==> src/rtl/dls_ctrl_pkg.sv <==
`default_nettype none
// ============================================================================
// Module  : dls_ctrl_pkg
// Brief   : Shared types and register-map constants for the DLS recovery ctrl.
// Revision: 1.0 - initial release
// ============================================================================
package dls_ctrl_pkg;

  typedef enum logic [2:0] {
    ST_RUN     = 3'd0,
    ST_CONFIRM = 3'd1,
    ST_RESYNC  = 3'd2,
    ST_SETTLE  = 3'd3,
    ST_FAULT   = 3'd4
  } dls_state_t;

  // Word offsets, i.e. HADDR[3:2]
  localparam logic [1:0] REG_CTRL   = 2'd0;
  localparam logic [1:0] REG_STATUS = 2'd1;
  localparam logic [1:0] REG_ERRCNT = 2'd2;

  localparam int CTRL_EN           = 0;
  localparam int CTRL_CLR_FAULT    = 1;
  localparam int CTRL_FORCE_RESYNC = 2;

endpackage
`default_nettype wire

==> src/rtl/dls_ctrl_ahb_regs.sv <==
`default_nettype none
// ============================================================================
// Module  : dls_ctrl_ahb_regs
// Brief   : Zero-wait AHB-Lite register slice: CTRL/STATUS/ERR_CNT decode.
// Revision: 1.0 - initial release
// ============================================================================
module dls_ctrl_ahb_regs
  import dls_ctrl_pkg::*;
(
  input  logic        HCLK,
  input  logic        HRESETn,
  input  logic        i_sel,
  input  logic        i_ready,
  input  logic [1:0]  i_addr,
  input  logic        i_write,
  input  logic [2:0]  i_wdata,
  input  dls_state_t  i_state,
  input  logic        i_fault,
  input  logic [3:0]  i_retry,
  input  logic [15:0] i_err_cnt,
  output logic [31:0] o_rdata,
  output logic        o_en,
  output logic        o_clr_fault,
  output logic        o_force_resync,
  output logic        o_errcnt_clr
);

  logic       r_dp_valid;
  logic       r_dp_write;
  logic [1:0] r_dp_addr;
  logic       r_en;
  logic       w_wr;
  logic       w_wr_ctrl;

  always_ff @(posedge HCLK or negedge HRESETn) begin
    if (!HRESETn) begin
      r_dp_valid <= 1'b0;
      r_dp_write <= 1'b0;
      r_dp_addr  <= 2'd0;
    end else if (i_ready) begin
      r_dp_valid <= i_sel;
      r_dp_write <= i_write;
      r_dp_addr  <= i_addr;
    end
  end

  assign w_wr      = r_dp_valid & r_dp_write;
  assign w_wr_ctrl = w_wr & (r_dp_addr == REG_CTRL);

  always_ff @(posedge HCLK or negedge HRESETn) begin
    if (!HRESETn) begin
      r_en <= 1'b1;
    end else if (w_wr_ctrl) begin
      r_en <= i_wdata[CTRL_EN];
    end
  end

  // Write-1 strobes are live only for the data phase, so they self-clear.
  assign o_en           = r_en;
  assign o_clr_fault    = w_wr_ctrl & i_wdata[CTRL_CLR_FAULT];
  assign o_force_resync = w_wr_ctrl & i_wdata[CTRL_FORCE_RESYNC];
  assign o_errcnt_clr   = w_wr & (r_dp_addr == REG_ERRCNT);

  always_comb begin
    o_rdata = 32'd0;
    if (r_dp_valid && !r_dp_write) begin
      case (r_dp_addr)
        REG_CTRL:   o_rdata = {31'd0, r_en};
        REG_STATUS: o_rdata = {24'd0, i_retry, i_fault, i_state};
        REG_ERRCNT: o_rdata = {16'd0, i_err_cnt};
        default:    o_rdata = 32'd0;
      endcase
    end
  end

endmodule
`default_nettype wire

==> src/rtl/dls_recovery_ctrl.sv <==
`default_nettype none
// ============================================================================
// Module  : dls_recovery_ctrl
// Brief   : Confirms lockstep mismatches, blanks and resyncs the VGA pair.
// Revision: 1.0 - initial release
// ============================================================================
module dls_recovery_ctrl
  import dls_ctrl_pkg::*;
#(
  parameter int CONFIRM_CYC = 4,
  parameter int RST_CYC     = 16,
  parameter int SETTLE_CYC  = 32,
  parameter int MAX_RETRY   = 3,
  parameter int WINDOW_CYC  = 1048576
) (
  input  logic        HCLK,
  input  logic        HRESETn,
  input  logic        HSEL,
  input  logic        HREADY,
  input  logic [31:0] HADDR,
  input  logic [1:0]  HTRANS,
  input  logic        HWRITE,
  input  logic [31:0] HWDATA,
  output logic [31:0] HRDATA,
  output logic        HREADYOUT,
  input  logic        DLS_ERROR,
  output logic        VGA_RSTn,
  output logic        BLANK,
  output logic        DLS_FAULT,
  output logic        IRQ
);

  localparam int WIN_W = $clog2(WINDOW_CYC + 1);

  localparam logic [7:0]       c_confirm     = 8'(CONFIRM_CYC);
  localparam logic [7:0]       c_rst_last    = 8'(RST_CYC - 1);
  localparam logic [7:0]       c_settle_last = 8'(SETTLE_CYC - 1);
  localparam logic [3:0]       c_max_retry   = 4'(MAX_RETRY);
  localparam logic [WIN_W-1:0] c_win_last    = WIN_W'(WINDOW_CYC - 1);

  dls_state_t       r_state, w_state_nx;
  logic             r_err_q;
  logic [7:0]       r_cnt, w_cnt_nx, w_cnt_inc;
  logic [7:0]       r_tmr, w_tmr_nx;
  logic [3:0]       r_retry, w_retry_nx;
  logic [WIN_W-1:0] r_win, w_win_nx;
  logic [15:0]      r_err_cnt, w_err_cnt_nx;
  logic             r_irq, w_confirm;
  logic             w_en, w_clr_fault, w_force, w_errcnt_clr;
  logic             w_unused_bits;

  assign w_unused_bits = ^{HADDR[31:4], HADDR[1:0], HTRANS[0], HWDATA[31:3]};

  dls_ctrl_ahb_regs u_regs (
    .HCLK           (HCLK),
    .HRESETn        (HRESETn),
    .i_sel          (HSEL & HTRANS[1]),
    .i_ready        (HREADY),
    .i_addr         (HADDR[3:2]),
    .i_write        (HWRITE),
    .i_wdata        (HWDATA[2:0]),
    .i_state        (r_state),
    .i_fault        (DLS_FAULT),
    .i_retry        (r_retry),
    .i_err_cnt      (r_err_cnt),
    .o_rdata        (HRDATA),
    .o_en           (w_en),
    .o_clr_fault    (w_clr_fault),
    .o_force_resync (w_force),
    .o_errcnt_clr   (w_errcnt_clr)
  );

  always_ff @(posedge HCLK or negedge HRESETn) begin
    if (!HRESETn) begin
      r_state   <= ST_RUN;
      r_err_q   <= 1'b0;
      r_cnt     <= 8'd0;
      r_tmr     <= 8'd0;
      r_retry   <= 4'd0;
      r_win     <= '0;
      r_err_cnt <= 16'd0;
      r_irq     <= 1'b0;
    end else begin
      r_state   <= w_state_nx;
      r_err_q   <= DLS_ERROR;
      r_cnt     <= w_cnt_nx;
      r_tmr     <= w_tmr_nx;
      r_retry   <= w_retry_nx;
      r_win     <= w_win_nx;
      r_err_cnt <= w_err_cnt_nx;
      r_irq     <= w_confirm;
    end
  end

  always_comb begin
    w_state_nx = r_state;
    w_cnt_nx   = r_cnt;
    w_tmr_nx   = r_tmr;
    w_retry_nx = r_retry;
    w_win_nx   = r_win;
    w_confirm  = 1'b0;
    w_cnt_inc  = r_cnt + 8'd1;
    case (r_state)
      ST_RUN: begin
        if (w_force) begin
          w_state_nx = ST_RESYNC;
          w_tmr_nx   = 8'd0;
        end else if (w_en && r_err_q) begin
          // A one-cycle confirm threshold is satisfied by this first error.
          w_cnt_nx = 8'd1;
          if (c_confirm <= 8'd1) w_confirm = 1'b1;
          else                   w_state_nx = ST_CONFIRM;
        end else if (!r_err_q) begin
          if (r_win == c_win_last) begin
            w_win_nx   = '0;
            w_retry_nx = 4'd0;
          end else begin
            w_win_nx = r_win + 1'b1;
          end
        end
      end
      ST_CONFIRM: begin
        if (!r_err_q || !w_en) begin
          w_state_nx = ST_RUN;
        end else begin
          w_cnt_nx = w_cnt_inc;
          if (w_cnt_inc >= c_confirm) w_confirm = 1'b1;
        end
      end
      ST_RESYNC: begin
        if (r_tmr == c_rst_last) begin
          w_state_nx = ST_SETTLE;
          w_tmr_nx   = 8'd0;
        end else begin
          w_tmr_nx = r_tmr + 8'd1;
        end
      end
      ST_SETTLE: begin
        w_win_nx = '0;
        if (r_tmr == c_settle_last) begin
          w_state_nx = ST_RUN;
          w_tmr_nx   = 8'd0;
        end else begin
          w_tmr_nx = r_tmr + 8'd1;
        end
      end
      ST_FAULT: begin
        if (w_clr_fault) begin
          w_state_nx = ST_RESYNC;
          w_tmr_nx   = 8'd0;
          w_retry_nx = 4'd0;
        end
      end
      default: w_state_nx = ST_RUN;
    endcase

    if (w_confirm) begin
      w_tmr_nx = 8'd0;
      if (r_retry == c_max_retry) begin
        w_state_nx = ST_FAULT;
      end else begin
        w_retry_nx = r_retry + 4'd1;
        w_state_nx = ST_RESYNC;
      end
    end
  end

  // A software clear takes priority over a coincident increment.
  always_comb begin
    w_err_cnt_nx = r_err_cnt;
    if (w_errcnt_clr)                          w_err_cnt_nx = 16'd0;
    else if (w_confirm && r_err_cnt != 16'hFFFF) w_err_cnt_nx = r_err_cnt + 16'd1;
  end

  assign HREADYOUT = 1'b1;
  assign BLANK     = (r_state != ST_RUN);
  assign DLS_FAULT = (r_state == ST_FAULT);
  assign VGA_RSTn  = HRESETn & (r_state != ST_RESYNC) & (r_state != ST_FAULT);
  assign IRQ       = r_irq;

endmodule
`default_nettype wire

==> config.mk <==
export PLATFORM = sky130hd
export DESIGN_NAME = dls_recovery_ctrl
export DESIGN_NICKNAME = d
export VERILOG_FILES = /design/src/rtl/dls_ctrl_pkg.sv /design/src/rtl/dls_ctrl_ahb_regs.sv /design/src/rtl/dls_recovery_ctrl.sv
export SDC_FILE = /design/constraint.sdc
export NUM_CORES = 1
export LEC_CHECK = 0
export ABC_CLOCK_PERIOD_IN_PS = 3090
export CAP_MARGIN = 5
export CELL_PAD_IN_SITES_DETAIL_PLACEMENT = 0
export CELL_PAD_IN_SITES_GLOBAL_PLACEMENT = 1
export CORE_MARGIN = 2
export CORE_UTILIZATION = 37
export DETAILED_ROUTE_END_ITERATION = 8
export PLACE_DENSITY_LB_ADDON = 0.1
export REMOVE_ABC_BUFFERS = 1
export SYNTH_ARGS = -nofsm -noshare
export SYNTH_HDL_FRONTEND = slang
export SYNTH_HIERARCHICAL = 1
export SYNTH_SLANG_ARGS = --single-unit
==> constraint.sdc <==
create_clock -name HCLK -period 3.09 [get_ports HCLK]
set_input_delay 0.309 -clock HCLK [delete_from_list [all_inputs] [get_ports HCLK]]
set_output_delay 0.309 -clock HCLK [all_outputs]
set_load 0.03 [all_outputs]
==> summary.md, run 1 <==
| Metric | Value |
|---|---|
| H-tree depth | `3` |
| Share of the core filled with cells | `0.442` |
| Wire length of the first global-routing pass | `18,100 um` |
| Status | `finished clean` |
| Area growth, synth to finish | `17.7%` |
| Diode insertion count for antenna repair | `0` |
| Setup-violating endpoint count in the final report | `0` |
| Overall die area | `~0.012 mm2` |
| Number of synthesized register bits | `67` |
| Rel. slew slack | `0.542` |
| Total congestion overflow after global routing | `0` |
| Detailed-route wire length | `between 10,000 and 15,000 um` |
| Via count | `roughly 3,700` |
| Cell area power density | `643 mW/mm2` |
| Overall routing resource usage | `0.180` |
| Setup CP Type | `register to output port` |
| Final #Nets | `around 600` |
| Final weighted congestion in routability-driven placement | `0.804` |
| Number of max-slew violations in the final report | `0` |
| DP Wirelength | `7660 um` |
| Number of warning messages in the yosys log | `6` |
| Synthesized netlist cell count | `485` |
| Critical-path cell with the highest stage delay | `sky130_fd_sc_hd__clkdlybuf4s50_1` |
| Number of global-route vias before repair | `3,627` |
| Vertical extent of the die | `roughly 110 um` |
| Highest achievable clock rate | `0.362 GHz` |
| Worst path arrival time | `2.45 ns` |
| Worst hold slack across all endpoints | `0.0358 ns` |
| Cell area after synthesis | `roughly 0.0043 mm2` |
| Root buf cell | `sky130_fd_sc_hd__clkbuf_16` |
| Number of DRC markers in iteration 0 | `188` |
| Delay of the slowest cell on the worst path | `0.66 ns` |
| Post-route DRC | `0` |
| Crit end category | `output port` |
| Hold-fix buffer count after cts | `0` |
| Number of search-and-repair iterations in the first detailed-routing pass | `4` |
| Number of core rows | `39` |
| HP Class | `primary input to asynchronous set/reset pin` |
| Post-synthesis sequential area ratio | `0.394` |
| Die span in x | `around 110 um` |
| Antenna Violating Nets Remaining | `0` |
| Worst clock skew | `roughly 0.010 ns` |
| TritonCTS clock tree | `built` |
| Cell-by-cell trace of the critical path | `nor2b_1 -> and2b_4 -> and2_1 -> clkdlybuf4s50_1` |
| Post-detailed-route wirelength per cell | `between 15 and 20 um` |
| Final number of hold-violating endpoints | `0` |
| Setup repair after global routing missed its margin | `false` |
| Mapped Avg Cell Area | `8.77 um2` |
| Maximum count of clock buffers along a single path | `2` |
| Count of different cell masters after synthesis | `62` |
| Proportion of register bits with asynchronous set or reset after synthesis | `1.00` |
| Layout cell share with drive strength beyond 1 | `0.102` |
| Worst Path Required | `2.78 ns` |
| Most common flop cell mapped by yosys | `sky130_fd_sc_hd__dfrtp_1` |
| Number of antenna violations at the first check in global routing | `0` |
| Transition time of the tightest slew-check pin | `0.685 ns` |
| Pin count of the biggest net entering global routing | `between 40 and 50` |
| Min cycle time layout | `2.76 ns` |
| Number of clock buffers inserted by TritonCTS | `9` |
| Number of setup buffers added after CTS | `0` |
| Effective utilization at floorplan | `0.376` |
| Source-to-sink clock delay at the later pin of the worst-skew pair | `about 0.34 ns` |
| Worst Path Max Fanout | `9` |
| I/O pin cnt | `roughly 110` |
| Startpoint types | `register` |
| Buffers plus inverters on the worst setup path | `1` |
| Number of max-cap violations | `0` |
| Final-layout setup total negative slack | `0 ns` |
| Placeable Area | `0.0113 mm2` |
| Clock sinks | `67` |
| Count of cells resized by post-cts repair | `0` |
| Vias/cell | `5.61` |
| Post-synth EDFFs | `0` |
| Leakage power total | `2.02 nW` |
| Post-route fraction of the period consumed by the critical path | `0.894` |
| IO Port Bufs | `31` |
| Worst-path clk slew | `0.06 ns` |
| Family with the most delay on the worst path | `simple AND/OR/NAND/NOR gates` |
| Max rail drop VDD | `0.307 mV` |
[cell usage in the layout (no fill, tap or decap), types with 4 or more instances in the layout]
master / synthesis / layout
sky130_fd_sc_hd__ha_1: 5 / 5
sky130_fd_sc_hd__inv_1: 14 / 14
sky130_fd_sc_hd__or3_1: 8 / 8
sky130_fd_sc_hd__conb_1: 2 / 17
sky130_fd_sc_hd__mux2i_1: 4 / 4
sky130_fd_sc_hd__clkbuf_16: 0 / 9
sky130_fd_sc_hd__o21ai_0: 24 / 24
sky130_fd_sc_hd__or4_1: 12 / 12
sky130_fd_sc_hd__nor3_1: 10 / 10
sky130_fd_sc_hd__nor4_1: 8 / 8
sky130_fd_sc_hd__a21oi_1: 23 / 23
sky130_fd_sc_hd__and3_1: 11 / 11
sky130_fd_sc_hd__a21o_1: 4 / 4
sky130_fd_sc_hd__nand2_1: 29 / 29
sky130_fd_sc_hd__dfrtp_1: 66 / 66
sky130_fd_sc_hd__xor2_1: 10 / 10
sky130_fd_sc_hd__mux2_2: 11 / 11
sky130_fd_sc_hd__and4_1: 4 / 4
sky130_fd_sc_hd__a31oi_1: 11 / 11
sky130_fd_sc_hd__clkdlybuf4s50_1: 0 / 30
sky130_fd_sc_hd__and2_1: 17 / 17
sky130_fd_sc_hd__nor2_1: 41 / 41
sky130_fd_sc_hd__nand2b_1: 4 / 4
sky130_fd_sc_hd__nor2b_1: 12 / 12
sky130_fd_sc_hd__nand3_1: 26 / 26
sky130_fd_sc_hd__o31ai_1: 11 / 11
sky130_fd_sc_hd__a211oi_1: 4 / 4
sky130_fd_sc_hd__a22oi_1: 7 / 7
sky130_fd_sc_hd__nand4_1: 23 / 23
sky130_fd_sc_hd__buf_4: 18 / 17
[synth_stat cells (all sizes together) (4+ instances only)]
master,number,share of area
xor2,10,0.021
o31ai,11,0.019
dfrtp,66,0.39
and4,4,0.0082
inv,14,0.012
or4,12,0.021
a31oi,11,0.016
nand2b,4,0.0059
a211oi,4,0.0071
nor4,9,0.015
nand4,23,0.034
a22oi,7,0.012
nor2,41,0.036
mux2,12,0.032
and2,17,0.025
mux2i,4,0.0094
and3,11,0.016
nor3,10,0.012
clkbuf,17,0.015
a21o,4,0.0071
or3,8,0.012
a21oi,24,0.029
ha,5,0.015
nand2,29,0.026
nor2b,12,0.018
o21ai,27,0.032
buf,25,0.043
nand3,26,0.031
[cell families after synthesis]
logic type / after synthesis / share of synthesized area
other: 2 / 0.00176
AOI/OAI and AO/OA: 110 / 0.173
xor gates and xnor gates: 13 / 0.0268
buffers and inverters: 56 / 0.0700
DFF: 67 / 0.394
adders and majority gates: 5 / 0.0147
muxes: 16 / 0.0412
and+or+nand+nor: 216 / 0.278
[worst paths after layout]
check,from,to,slack [ns],depth (start not counted)
max,u_regs/r_dp_addr[1],HRDATA[15],0.33,4
min,HRESETn,r_err_cnt[7],0.04,2
max reg2reg,r_cnt[0],r_err_cnt[4],0.60,7
min reg2reg,r_tmr[0],r_tmr[0],0.49,1
max in group asynchronous,HRESETn,r_cnt[5],2.14,3
min in group HCLK,DLS_ERROR,r_err_q,0.41,1
[per-layer routing]
metal / GRT usage / wire (um)
met1: 0.243 / 5070
met2: 0.282 / 5060
met3: 0.0388 / 377
met4: 0.0741 / 207
met5: 0 / 0
[flip-flops by register name, indices dropped and copies added (netlist names)]
register	cells
r_win	21
r_err_cnt	16
r_cnt	8
r_tmr	8
r_retry	4
r_state	3
u_regs/r_dp_addr	2
IRQ	1
r_err_q	1
u_regs/o_en	1
u_regs/r_dp_valid	1
u_regs/r_dp_write	1
[power by group]
part / internal (mW) / switching (mW) / total, mW
registers: 1.01 / 0.173 / 1.19
clock network: 0.749 / 0.387 / 1.14
logic: 0.329 / 0.567 / 0.896
[final cells by class]
class	instances	area, um2
clock buffer	12	256
clock inverter	4	72.6
fill	1131	6310
inverter	14	52.6
multi-input combinational	377	2340
sequential	67	1680
tap	143	179
timing repair buffer	48	433
[metrics by stage]
stage          std cells  cell area [um2]  total power, mW  worst slack [ns]
3_3_place_gp         649             4680             2.08             0.442
2_1_floorplan        458             4070             1.76             0.572
6_report             665             5010             3.22             0.327
3_5_place_dp         649             4680             2.10             0.448
4_1_cts              665             5010             3.25             0.332
5_1_grt              665             5010             3.43             0.195
No activity file was read; power rests on OpenSTA's default activity.
==> inputs of run 2 (changes only) <==
--- a/config.mk
+++ b/config.mk
@@ -5,12 +5,12 @@
 export SDC_FILE = /design/constraint.sdc
 export NUM_CORES = 1
 export LEC_CHECK = 0
-export ABC_CLOCK_PERIOD_IN_PS = 3090
+export ABC_CLOCK_PERIOD_IN_PS = 3550
 export CAP_MARGIN = 5
 export CELL_PAD_IN_SITES_DETAIL_PLACEMENT = 0
 export CELL_PAD_IN_SITES_GLOBAL_PLACEMENT = 1
 export CORE_MARGIN = 2
-export CORE_UTILIZATION = 37
+export CORE_UTILIZATION = 40
 export DETAILED_ROUTE_END_ITERATION = 8
 export PLACE_DENSITY_LB_ADDON = 0.1
 export REMOVE_ABC_BUFFERS = 1
==> constraint.sdc (replaced) <==
create_clock -name HCLK -period 3.55 [get_ports HCLK]
set_input_delay 0.355 -clock HCLK [delete_from_list [all_inputs] [get_ports HCLK]]
set_output_delay 0.355 -clock HCLK [all_outputs]
set_load 0.03 [all_outputs]
==> run 2 against run 1 <==
Compared with the run above:
- clock power shrank 34%
- critical endpoint is now HRDATA[11]
- critical path type unchanged
- setup slack gained 0.40 ns
- first-iteration DRC count shrank 14%
- register-to-register slack gained 0.37 ns
- flip-flop and latch count is the same
- cell count shrank 2.3%
- combinational power shrank 15%
- global-route usage grew 0.76 points
==> summary.md, run 2 (synthesis gave the netlist of run 1 again) <==
| Metric | Value |
|---|---|
| Cell-by-cell trace of the critical path | `nor2b_1 -> and2b_4 -> and2_1 -> clkdlybuf4s50_1` |
| Worst clock skew | `approximately 0.0063 ns` |
| Final number of hold-violating endpoints | `0` |
| Layout cell share with drive strength beyond 1 | `0.0895` |
| DP Wirelength | `between 7000 and 8000 um` |
| Startpoint types | `register` |
| Number of antenna violations at the first check in global routing | `0` |
| HP Class | `primary input to asynchronous set/reset pin` |
| Final-layout setup total negative slack | `0 ns` |
| Post-route DRC | `0` |
| Maximum count of clock buffers along a single path | `2` |
| Number of global-route vias before repair | `3,429` |
| Crit end category | `output port` |
| Top reg by flops | `r_win` |
| Source-to-sink clock delay at the later pin of the worst-skew pair | `0.35 ns` |
| Detailed-route wire length | `10,200 um` |
| Placeable Area | `0.0103 mm2` |
| Worst Path Max Fanout | `9` |
| Worst Reg2Reg Path Length in Cells | `8` |
| Start point of the critical path | `u_regs/r_dp_addr[1]` |
| Final #Nets | `586` |
| TritonCTS clock tree | `built` |
| Min cycle time layout | `2.82 ns` |
| Diode insertion count for antenna repair | `0` |
| Post-detailed-route wirelength per cell | `approximately 16 um` |
| Family with the most delay on the worst path | `simple AND/OR/NAND/NOR gates` |
| Number of DRC markers in iteration 0 | `161` |
| Register-to-register setup slack | `0.97 ns` |
| R2R Path Start | `u_regs/r_dp_write` |
| Highest achievable clock rate | `0.354 GHz` |
| Count of fill cells added during filler insertion | `1,013` |
| Number of logic stages on the critical path including buffering | `4` |
| Storage element area | `0.00168 mm2` |
| Wire length of the first global-routing pass | `17,200 um` |
| Effective utilization at floorplan | `0.412` |
| Number of clock buffers inserted by TritonCTS | `9` |
| Via count | `3,697` |
| Multi-input gate area | `about 0.0023 mm2` |
| Worst Path Required | `3.19 ns` |
| Number of max-cap violations | `0` |
| H-tree depth | `3` |
| IO Port Bufs | `31` |
| Largest registers | `r_win: 21 flops, r_err_cnt: 16 flops` |
| Post-route fraction of the period consumed by the critical path | `0.795` |
| Most common cell after layout, fill and taps aside | `sky130_fd_sc_hd__dfrtp_1` |
| Setup-violating endpoint count in the final report | `0` |
| R2R Path End | `r_win[14]` |
| Hold-fix buffer count after cts | `0` |
| Number of setup buffers added after CTS | `0` |
| Rel. slew slack | `0.416` |
| Number of max-slew violations in the final report | `0` |
| Number of search-and-repair iterations in the first detailed-routing pass | `4` |
| Worst Setup EP | `HRDATA[11]` |
| Fin area | `0.00484 mm2` |
| Pin count of the biggest net entering global routing | `68` |
| Count of cells resized by post-cts repair | `0` |
| Worst-path clk slew | `0.08 ns` |
| Max rail drop VDD | `0.259 mV` |
| Transition time of the tightest slew-check pin | `just under 0.9 ns` |
| Vias/cell | `around 5.7` |
| Placed cell areas | `0.00461 mm2` |
| Root buf cell | `sky130_fd_sc_hd__clkbuf_8` |
| Setup CP Type | `register to output port` |
| Cell area power density | `524 mW/mm2` |
| Number of core rows | `37` |
| Overall die area | `0.0115 mm2` |
| Max reg flops | `21` |
| Final weighted congestion in routability-driven placement | `between 0.8 and 0.9` |
| Delay of the slowest cell on the worst path | `0.66 ns` |
| Buffers plus inverters on the worst setup path | `1` |
| Setup repair after global routing missed its margin | `false` |
| Area growth, synth to finish | `13.8%` |
| Clock sinks | `67` |
| Vertical extent of the die | `107 um` |
| Status | `finished clean` |
| Die span in x | `approximately 110 um` |
| Critical-path cell with the highest stage delay | `sky130_fd_sc_hd__clkdlybuf4s50_1` |
| Antenna Violating Nets Remaining | `0` |
| Total congestion overflow after global routing | `0` |
| I/O pin cnt | `~110` |
| Most used cells in the layout excluding fill and tap cells | `sky130_fd_sc_hd__dfrtp_1, sky130_fd_sc_hd__nor2_1, sky130_fd_sc_hd__clkdlybuf4s50_1` |
| Overall routing resource usage | `0.188` |
| Worst path arrival time | `2.47 ns` |
| Leakage power total | `1.93 nW` |
[run 2: cell count changes in the layout (fill, tap and decap cells not counted)]
cell	before	now
sky130_fd_sc_hd__clkinv_2	1	0
sky130_fd_sc_hd__buf_4	17	9
sky130_fd_sc_hd__inv_6	0	1
sky130_fd_sc_hd__clkinvlp_4	1	2
sky130_fd_sc_hd__clkbuf_16	9	0
sky130_fd_sc_hd__clkbuf_1	1	0
sky130_fd_sc_hd__clkbuf_8	2	11
[run 2: where the power goes]
part	internal (mW)	switching (mW)	leakage (nW)
logic	0.275	0.487	0.937
registers	0.880	0.143	0.886
clock network	0.436	0.317	0.112
total	1.59	0.947	1.93
[run 2: worst min-delay path by stage]
stage / end / cells after the start / startpoint / slack, ns
6_report: r_err_cnt[13] / 2 / HRESETn / 0.28
5_1_grt: r_cnt[4] / 2 / HRESETn / 0.38
3_5_place_dp: r_tmr[0] / 1 / r_tmr[0] / 0.48
2_1_floorplan: IRQ / 0 / HRESETn / 0.06
4_1_cts: r_err_cnt[14] / 2 / HRESETn / 0.34
3_3_place_gp: r_tmr[0] / 1 / r_tmr[0] / 0.48
[run 2: layer usage]
metal	GRT usage	share of wire	up-vias
met5	0	0	-
met4	0.0640	0.011	0
met3	0.0249	0.032	9
met2	0.305	0.48	80
met1	0.258	0.47	1806
li1	-	-	1802
[run 2: cell type report]
cell class / count / area share
sequential: 67 / 0.346
clock inverter: 5 / 0.0173
inverter: 14 / 0.0108
clock buffer: 11 / 0.0312
tap: 136 / 0.0351
multi-input combinational: 377 / 0.482
timing repair buffer: 40 / 0.0770
[run 2: through the flow]
step	hold slack, ns	instances	setup WS [ns]	util	power, mW
floorplan	0.0594	458	1.03	-	1.53
global placement	0.477	634	0.798	0.446	1.79
detailed placement	0.483	634	0.776	0.446	1.80
CTS	0.338	650	0.719	0.469	2.57
global route	0.382	650	0.589	0.469	2.71
finish	0.278	650	0.727	0.469	2.54
==> inputs of run 3 (changes only) <==
--- a/config.mk
+++ b/config.mk
@@ -5,12 +5,12 @@
 export SDC_FILE = /design/constraint.sdc
 export NUM_CORES = 1
 export LEC_CHECK = 0
-export ABC_CLOCK_PERIOD_IN_PS = 3550
+export ABC_CLOCK_PERIOD_IN_PS = 2900
 export CAP_MARGIN = 5
 export CELL_PAD_IN_SITES_DETAIL_PLACEMENT = 0
 export CELL_PAD_IN_SITES_GLOBAL_PLACEMENT = 1
 export CORE_MARGIN = 2
-export CORE_UTILIZATION = 40
+export CORE_UTILIZATION = 37
 export DETAILED_ROUTE_END_ITERATION = 8
 export PLACE_DENSITY_LB_ADDON = 0.1
 export REMOVE_ABC_BUFFERS = 1
==> constraint.sdc (replaced) <==
create_clock -name HCLK -period 2.9 [get_ports HCLK]
set_input_delay 0.29 -clock HCLK [delete_from_list [all_inputs] [get_ports HCLK]]
set_output_delay 0.29 -clock HCLK [all_outputs]
set_load 0.03 [all_outputs]
==> run 3 against run 2 <==
Compared with the run above:
- flip-flop and latch count is the same
- utilization shrank 2.6 points
- total power grew 34%
- sequential power grew 24%
- largest power group unchanged
==> summary.md, run 3 (synthesis gave the netlist of run 1 again) <==
| Metric | Value |
|---|---|
| Worst Reg2Reg Path Length in Cells | `9` |
| Layout cell share with drive strength beyond 1 | `0.109` |
| Maximum count of clock buffers along a single path | `2` |
| Vertical extent of the die | `111 um` |
| DP Wirelength | `between 7000 and 8000 um` |
| Cell area power density | `679 mW/mm2` |
| Number of DRC markers in iteration 0 | `222` |
| Startpoint types | `register` |
| Root buf cell | `sky130_fd_sc_hd__clkbuf_16` |
| Count of cells resized by post-cts repair | `0` |
| Crit end category | `output port` |
| Overall routing resource usage | `0.179` |
| Share of the core filled with cells | `0.443` |
| Hold-fix buffer count after cts | `0` |
| Post-route fraction of the period consumed by the critical path | `0.895` |
| Antenna Violating Nets Remaining | `0` |
| Number of global-route vias before repair | `3,443` |
| Worst-path clk slew | `approximately 0.06 ns` |
| Family with the most delay on the worst path | `buffers and inverters` |
| Buffers plus inverters on the worst setup path | `3` |
| Most used cells in the layout excluding fill and tap cells | `sky130_fd_sc_hd__dfrtp_1, sky130_fd_sc_hd__nor2_1, sky130_fd_sc_hd__clkdlybuf4s50_1` |
| Transition time of the tightest slew-check pin | `about 0.9 ns` |
| Worst hold slack across all endpoints | `0.223 ns` |
| Post-detailed-route wirelength per cell | `around 16 um` |
| Die span in x | `111 um` |
| Worst clock skew | `0.00419 ns` |
| Area growth, synth to finish | `17.9%` |
| Count of fill cells added during filler insertion | `1,133` |
| Number of antenna violations at the first check in global routing | `0` |
| Number of max-slew violations in the final report | `0` |
| Register-to-register setup slack | `0.50 ns` |
| Max reg flops | `21` |
| Post-route DRC | `0` |
| Setup CP Type | `register to output port` |
| Rel. slew slack | `0.397` |
| Placeable Area | `about 0.011 mm2` |
| Highest achievable clock rate | `just under 0.4 GHz` |
| Cell-by-cell trace of the critical path | `buf_4 -> inv_1 -> and3_1 -> a22oi_1 -> nor2_1 -> clkdlybuf4s50_1` |
| Number of setup buffers added after CTS | `0` |
| R2R Path End | `r_win[10]` |
| Top reg by flops | `r_win` |
| Setup-violating endpoint count in the final report | `0` |
| Largest registers | `r_win: 21 flops, r_err_cnt: 16 flops` |
| Wire length of the first global-routing pass | `17,700 um` |
| Final number of hold-violating endpoints | `0` |
| Final-layout setup total negative slack | `0 ns` |
| Number of search-and-repair iterations in the first detailed-routing pass | `4` |
| Status | `finished clean` |
| Min cycle time layout | `approximately 2.6 ns` |
| IO Port Bufs | `31` |
| R2R Path Start | `u_regs/r_dp_write` |
| Max rail drop VDD | `0.582 mV` |
| Total congestion overflow after global routing | `0` |
| Number of clock buffers inserted by TritonCTS | `9` |
| Diode insertion count for antenna repair | `0` |
| TritonCTS clock tree | `built` |
| Source-to-sink clock delay at the later pin of the worst-skew pair | `between 0.3 and 0.4 ns` |
| Detailed-route wire length | `10,700 um` |
| Via count | `3,739` |
| Setup WS pre-CTS | `0.406 ns` |
| Final weighted congestion in routability-driven placement | `0.821` |
| Worst path arrival time | `2.30 ns` |
| Overall die area | `0.0124 mm2` |
| Number of max-cap violations | `0` |
| Setup repair after global routing missed its margin | `false` |
| Most common cell after layout, fill and taps aside | `sky130_fd_sc_hd__dfrtp_1` |
| Worst Path Max Fanout | `11` |
| Worst Path Required | `2.61 ns` |
| I/O pin cnt | `109` |
| Number of core rows | `39` |
| Worst-case setup margin in the final layout | `a little over 0.3 ns` |
| Vias/cell | `5.60` |
| Pin count of the biggest net entering global routing | `a little under 70` |
| H-tree depth | `3` |
| Critical-path cell with the highest stage delay | `sky130_fd_sc_hd__clkdlybuf4s50_1` |
| Delay of the slowest cell on the worst path | `between 0.6 and 0.7 ns` |
| Clock sinks | `67` |
| Final #Nets | `597` |
| Leakage power total | `2.03 nW` |
| HP Class | `primary input to asynchronous set/reset pin` |
| Effective utilization at floorplan | `0.376` |
run 3: worst max path at each step:
| stage | start | end | slack (ns) | cells past startpoint |
|---|---|---|---|---|
| detailed placement | HWDATA[2] | r_win[10] | 0.41 | 8 |
| global route | r_state[1] | HRDATA[3] | 0.16 | 6 |
| global placement | HWDATA[2] | r_win[18] | 0.42 | 8 |
| CTS | r_state[1] | HRDATA[3] | 0.28 | 6 |
| floorplan | r_state[2] | r_err_cnt[5] | 0.38 | 5 |
| finish | r_state[1] | HRDATA[3] | 0.31 | 6 |
run 3: layout make-up:
cell class	instances	area, um2	area share
Clock inverter	7	92.6	0.0184
Sequential cell	67	1680	0.334
Inverter	14	52.6	0.0105
Clock buffer	9	225	0.0449
Tap cell	143	179	0.0357
Multi-Input combinational cell	377	2340	0.465
Timing Repair Buffer	51	455	0.0908
run 3: power by group:
| part | internal [mW] | switching [mW] | total (mW) | leakage, nW |
|---|---|---|---|---|
| logic | 0.360 | 0.611 | 0.971 | 0.992 |
| clock network | 0.749 | 0.433 | 1.18 | 0.147 |
| registers | 1.08 | 0.177 | 1.26 | 0.886 |
| total | 2.19 | 1.22 | 3.41 | 2.03 |
run 3: per-stage QoR:
stage	power [mW]	instances	area, um2
6_report	3.41	668	5020
5_1_grt	3.63	668	5020
4_1_cts	3.45	668	5020
3_5_place_dp	2.24	652	4700
3_3_place_gp	2.23	652	4700
2_1_floorplan	1.87	458	4070
run 3: metal layers:
layer / global-route usage / share of wire / routed length (um)
met2: 0.274 / 0.46 / 4930
met4: 0.0650 / 0.022 / 240
met5: 0 / 0 / 0
met3: 0.0503 / 0.043 / 458
met1: 0.242 / 0.48 / 5090
